`src/rtl/fw_pkg.sv`:
```
// Shared definitions for the Floyd-Warshall kernel blocks.
//   FW_L     : default words per beat
//   FW_WIDTH : default bits per distance word
//   cnt_w()  : width of a counter that spans 0..n-1 (at least 1 bit)
package fw_pkg;

  localparam int unsigned FW_L     = 8;
  localparam int unsigned FW_WIDTH = 8;

  function automatic int unsigned cnt_w(input int unsigned n);
    return (n <= 1) ? 1 : $clog2(n);
  endfunction

endpackage

```
`src/rtl/fw_drain_fifo.sv`:
```
// First-word-fall-through FIFO used by the Floyd-Warshall result drain.
// Ports:
//   clk, reset  : clock, asynchronous active-low reset
//   push, wdata : write strobe and entry; caller never pushes when full
//                 unless it also pops in the same cycle
//   pop         : read strobe; caller never pops when empty
//   rdata       : head entry, zero when empty
//   level       : occupancy, 0..DEPTH
//   full, empty : derived from level
module fw_drain_fifo #(
  parameter int unsigned DW    = 65,
  parameter int unsigned DEPTH = 16
) (
  input  logic                     clk,
  input  logic                     reset,
  input  logic                     push,
  input  logic                     pop,
  input  logic [DW-1:0]            wdata,
  output logic [DW-1:0]            rdata,
  output logic [$clog2(DEPTH):0]   level,
  output logic                     full,
  output logic                     empty
);

  localparam int unsigned AW = $clog2(DEPTH);
  localparam int unsigned LW = AW + 1;

  logic [DW-1:0] mem [DEPTH];
  logic [AW-1:0] wptr;
  logic [AW-1:0] rptr;
  logic [LW-1:0] cnt;

  always_ff @(posedge clk or negedge reset) begin
    if (!reset) begin
      wptr <= '0;
      rptr <= '0;
      cnt  <= '0;
    end else begin
      if (push) wptr <= wptr + 1'b1;
      if (pop)  rptr <= rptr + 1'b1;
      case ({push, pop})
        2'b10:   cnt <= cnt + 1'b1;
        2'b01:   cnt <= cnt - 1'b1;
        default: cnt <= cnt;
      endcase
    end
  end

  // Storage needs no reset: the head is masked to zero while empty.
  always_ff @(posedge clk) begin
    if (push) mem[wptr] <= wdata;
  end

  always_comb begin
    full  = (cnt == LW'(DEPTH));
    empty = (cnt == '0);
    rdata = empty ? '0 : mem[rptr];
    level = cnt;
  end

endmodule

```
`src/rtl/fw_result_drain.sv`:
```
// Receive end of the Floyd-Warshall kernel output stream. Buffers one beat
// per cycle from the last PE in a FWFT FIFO and re-emits it over a
// valid/ready handshake, tagging every ROWS-th kernel beat as tile last.
// Ports:
//   clk, reset          : clock, asynchronous active-low reset
//   inD, in_valid       : kernel beat, no backpressure
//   outD, out_valid     : FIFO head (0 when empty), FIFO non-empty
//   out_ready           : sink accepts
//   out_last            : head beat closes its tile
//   tile_done           : one-cycle pulse after a tile's last beat transfers
//   level               : FIFO occupancy
//   overflow, ovf_clr   : sticky drop flag and its synchronous clear
//   err_cnt             : saturating dropped-beat count
// Build option: define FW_DRAIN_ERRCNT_EN to add the err_cnt port/counter.
module fw_result_drain
  import fw_pkg::*;
#(
  parameter int unsigned L     = FW_L,
  parameter int unsigned WIDTH = FW_WIDTH,
  parameter int unsigned DEPTH = 16,
  parameter int unsigned ROWS  = 8
) (
  input  logic                    clk,
  input  logic                    reset,
  input  logic [L*WIDTH-1:0]      inD,
  input  logic                    in_valid,
  output logic [L*WIDTH-1:0]      outD,
  output logic                    out_valid,
  input  logic                    out_ready,
  output logic                    out_last,
  output logic                    tile_done,
  output logic [$clog2(DEPTH):0]  level,
  output logic                    overflow,
  input  logic                    ovf_clr
`ifdef FW_DRAIN_ERRCNT_EN
  ,
  output logic [15:0]             err_cnt
`endif
);

  localparam int unsigned DW = L * WIDTH;
  localparam int unsigned RW = cnt_w(ROWS);

  logic [RW-1:0] row_cnt;
  logic          row_last;
  logic          full;
  logic          empty;
  logic          push;
  logic          pop;
  logic          drop;
  logic [DW:0]   head;

  always_comb begin
    row_last  = (row_cnt == RW'(ROWS - 1));
    pop       = !empty && out_ready;
    // A full FIFO still accepts when the head leaves in the same cycle.
    push      = in_valid && (!full || pop);
    drop      = in_valid && full && !pop;
    out_valid = !empty;
    outD      = head[DW-1:0];
    out_last  = head[DW];
  end

  fw_drain_fifo #(
    .DW    (DW + 1),
    .DEPTH (DEPTH)
  ) u_fifo (
    .clk   (clk),
    .reset (reset),
    .push  (push),
    .pop   (pop),
    .wdata ({row_last, inD}),
    .rdata (head),
    .level (level),
    .full  (full),
    .empty (empty)
  );

  // Counts every kernel beat, dropped or not, so framing follows the kernel.
  always_ff @(posedge clk or negedge reset) begin
    if (!reset) begin
      row_cnt <= '0;
    end else if (in_valid) begin
      row_cnt <= row_last ? '0 : row_cnt + 1'b1;
    end
  end

  always_ff @(posedge clk or negedge reset) begin
    if (!reset) begin
      tile_done <= 1'b0;
      overflow  <= 1'b0;
    end else begin
      tile_done <= pop && head[DW];
      if (drop)         overflow <= 1'b1;
      else if (ovf_clr) overflow <= 1'b0;
    end
  end

`ifdef FW_DRAIN_ERRCNT_EN
  always_ff @(posedge clk or negedge reset) begin
    if (!reset) begin
      err_cnt <= '0;
    end else if (drop) begin
      if (ovf_clr)                err_cnt <= 16'd1;
      else if (err_cnt != '1)     err_cnt <= err_cnt + 1'b1;
    end else if (ovf_clr) begin
      err_cnt <= '0;
    end
  end
`endif

endmodule

```
`config.mk`:
```
export PLATFORM = sky130hd
export DESIGN_NAME = fw_result_drain
export DESIGN_NICKNAME = d
export VERILOG_FILES = /design/src/rtl/fw_pkg.sv /design/src/rtl/fw_drain_fifo.sv /design/src/rtl/fw_result_drain.sv
export SDC_FILE = /design/constraint.sdc
export NUM_CORES = 1
export LEC_CHECK = 0
export BUFFER_PORTS_ARGS = -buffer_cell sky130_fd_sc_hd__buf_2
export CORE_MARGIN = 10
export CORE_UTILIZATION = 50
export CTS_CLUSTER_SIZE = 16
export DETAILED_ROUTE_END_ITERATION = 16
export PLACE_DENSITY = 0.78
export SLEW_MARGIN = 20
export SYNTH_ARGS = -nofsm -noshare
export SYNTH_HDL_FRONTEND = slang
export SYNTH_SLANG_ARGS = --single-unit
export TNS_END_PERCENT = 1
```
`constraint.sdc`:
```
create_clock -name clk -period 6.32 [get_ports clk]
set_clock_uncertainty 0.15 [all_clocks]
set_input_delay 1.264 -clock clk [delete_from_list [all_inputs] [get_ports clk]]
set_output_delay 1.264 -clock clk [all_outputs]
set_load 0.01 [all_outputs]
```
==> summary.md <==
| Metric | Value |
|---|---|
| Placeable Area | 80800 µm² |
| Routed wl met2 | between 40000 and 50000 µm |
| Top_reg_cell synth | edfxtp_1 |
| Seq pwr share | 0.424 |
| CP Data Arrival Time | between 3000 and 4000 ps |
| Status | completed |
| Cells after synthesis | between 1500 and 2000 |
| Syn nets | roughly 1900 |
| Mapped Avg Cell Area | between 20 and 25 µm² |
| Clk Latency, worst-skew pair | 670 ps |
| Register area share after synthesis | 0.775 |
| DR vias | roughly 19000 |
| Min Clock Period, post-route | between 5000 and 6000 ps |
| Fill cells | between 5000 and 6000 |
| CTS HTree Levels | 3 |
| IO buf count | between 100 and 150 |
| Drt total wl | 88000 µm |
| CTS tree | yes |
| Seq cells post-synth | about 1100 |
| Post-Place Setup Slack | ~1800 ps |
| CP Capture Type | output port |
| DRC | 0 |
| Worst EP required | 4910 ps |
| Max Root-Sink Buffers | 3 |
| First-pass GRT wire length | about 130000 µm |
| Int Pwr | approximately 15000 µW |
| Ys async rst share | 0.0170 |
| Clock power frac | 0.300 |
| Max Cap Viol | 0 |
| Antenna viol nets, final | 0 |
| Row count | ~100 |
| Post-synth top cells | 1040 x edfxtp_1, 260 x mux4_2, 127 x a211oi_1 |
| Hold WC Path Type | flop to flop |
| Synth Cell Area | ~41000 µm² |
| Final std cells w/o fill | 3125 |
| Final setup vio count | 0 |
| Post-CTS Hold Fix Bufs | 0 |
| Width of the die | about 300 µm |
| Num CTS Buffers | ~100 |
| Most common cell in the netlist | edfxtp_1 |
| HPWL after detailed placement | 44700 µm |
| Synth top area share | 0.764 |
| Clock sink count | between 1000 and 1500 |
| Io pins | around 140 |
| Root buffer cell | clkbuf_16 |
| Drt pass-1 iters | 5 |
| VDD IR max | about 0.26 mV |
| Die ar. | 93600 µm² |
| Initial Utilization | 0.506 |
| Achievable Freq | 195 MHz |
| Gpl congestion | between 0.7 and 0.8 |
| Yosys warns | 0 |
| Slew margin rel. | 0.286 |
| Initial antenna violation count | 14 |
| Worst Max-Slew Pin Slew | ~1100 ps |
| Routed wl met3 | ~6400 µm |
| Placed Instances | 2929 |
| Final Slew Violations | 0 |
| WL/cell | approximately 28 µm |
| Switch Pwr | ~6300 µW |
| Top cells by area, synth | edfxtp_1 76%, mux4_2 14%, a211oi_1 2.3% |
| Combinational Power Share | 0.276 |
| Vias per inst | between 6 and 7 |
| Layout cells sized above 1 | 0.307 |
| Post-CTS Repair Setup Buffers | 0 |
| Final Net Count | ~2100 |
| Kind of critical path | flop to output port |
| PnR worst setup slack | 1190 ps |
| Reg clk slew, reported paths | 60 ps |
| Total GRT Usage | 0.188 |
| RSZ-0062 raised after global routing | no |
| Met1 wire length | about 35000 µm |
| Layout area overhead | 13.9% |
| Unique masters post-synth | 46 |
| Post-synth EDFFs | around 1000 |
| DR iter-0 viols | 1914 |
| Switching part of the total power | 0.296 |
| Fin util | 0.576 |
| Die height | 306 µm |
| Leak Pwr | between 0.01 and 0.015 µW |
| CP Max Fanout | 45 |
| Startpoint Class | flop |
| Vias in the first global route | slightly above 20000 |
| Remaining global-route overflow | 0 |
| Largest net degree at the start of global routing | between 80 and 90 |
| Pwr Density | about 460 nW/µm² |
| CTS resizes | 0 |
| Cell taking the most area after synthesis | edfxtp_1 |
| Top Layer Used | met5 |
| Fin crit share | 0.811 |
| Hold Vio Cnt, Final | 0 |
[flip-flops by register name, summed over array words and instances (netlist names)]
name and cells:
row_cnt 3, u_fifo.wptr 4, tile_done 1, overflow 1
u_fifo.mem 1040, u_fifo.level 5, u_fifo.rptr 4
[layer usage]
metal	up-vias	GRT usage
met3	140	0.0387
met2	739	0.316
met5	-	0
met1	10200	0.248
li1	8012	-
met4	12	0.0491
[power by group through the flow]
stage / Combinational (µW) / Sequential [µW] / Clock, µW
5_1_grt: 6310 / 9090 / 6750
4_1_cts: 5980 / 9030 / 6470
6_report: 5860 / 9020 / 6370
3_3_place_gp: 5840 / 9100 / 0
3_5_place_dp: 5930 / 9160 / 0
2_1_floorplan: 4360 / 8780 / 0
[layout make-up]
| class | instances | area [µm²] | share of cell area |
|---|---|---|---|
| multi-input cells | 619 | 8690 | 0.187 |
| repair buffers | 186 | 1250 | 0.0270 |
| clock inverters | 77 | 915 | 0.0196 |
| inverters | 6 | 22.5 | 0.000484 |
| clock buffers | 116 | 2650 | 0.0569 |
| diodes | 3 | 7.51 | 0.000161 |
| well taps | 1060 | 1330 | 0.0285 |
| flip-flops and latches | 1058 | 31700 | 0.681 |
[placed cells by master (no fill, tap or decap), types with 3 or more instances in the layout]
cell | Yosys | layout
dfrtp_4 | 0 | 4
nand2_1 | 10 | 10
o21ai_0 | 5 | 5
bufinv_16 | 0 | 18
nor2_1 | 23 | 11
mux4_2 | 260 | 260
buf_6 | 7 | 3
a211oi_1 | 127 | 127
clkbuf_1 | 36 | 12
nor3_2 | 0 | 3
dfrtp_1 | 18 | 14
nand2b_1 | 4 | 4
buf_12 | 0 | 16
ha_1 | 8 | 8
mux2i_1 | 69 | 69
buf_4 | 19 | 26
nor2b_1 | 66 | 66
mux2_2 | 5 | 5
xnor2_1 | 6 | 6
buf_2 | 45 | 141
inv_1 | 5 | 5
nand3_1 | 4 | 4
inv_6 | 0 | 4
clkbuf_16 | 0 | 104
clkinv_1 | 0 | 25
clkinv_2 | 0 | 22
nor2_4 | 1 | 13
diode_2 | 0 | 3
clkinvlp_4 | 0 | 3
edfxtp_1 | 1040 | 1040
[stage by stage]
| step | total power [µW] | hold WS, ps | cell area (µm²) | TNS (ps) |
|---|---|---|---|---|
| after floorplan | 13100 | 337 | 40900 | -191200 |
| after global placement | 14900 | 345 | 43000 | 0 |
| after detailed placement | 15100 | 363 | 43000 | 0 |
| after CTS | 21500 | 377 | 46500 | 0 |
| after global routing | 22200 | 395 | 46600 | 0 |
| final | 21200 | 371 | 46600 | 0 |
[cells by family (layout without fill, tap and decap cells)]
kind of cell	count (synthesis)	in the layout	share of synthesized area
fa+ha+maj	8	8	0.00245
other cells	0	3	0
mux	334	334	0.162
buf+inv	117	385	0.0152
xor+xnor	7	7	0.00150
compound gates	147	147	0.0269
simple gates	123	123	0.0173
flops	1058	1058	0.775
[worst max-delay path: stages, from the launching register on]
cell	delay (ps)
dfrtp_4	1130
buf_4	420
buf_4	270
mux4_2	510
nor2b_1	150
a211oi_2	220
a211oi_1	90
buf_2	210
[final timing paths]
kind	startpoint	end	slack [ps]	cells past startpoint
min reg2reg	row_cnt[2]	row_cnt[2]	370	1
max in group asynchronous	reset	u_fifo.rptr[2]	5260	1
max reg2reg	u_fifo.level[4]	u_fifo.mem[7][44]	2670	5
min in group asynchronous	reset	overflow	390	1
max	u_fifo.rptr[0]	outD[63]	1190	7
min	row_cnt[2]	row_cnt[2]	370	1
No activity file was read; power rests on OpenSTA's default activity.
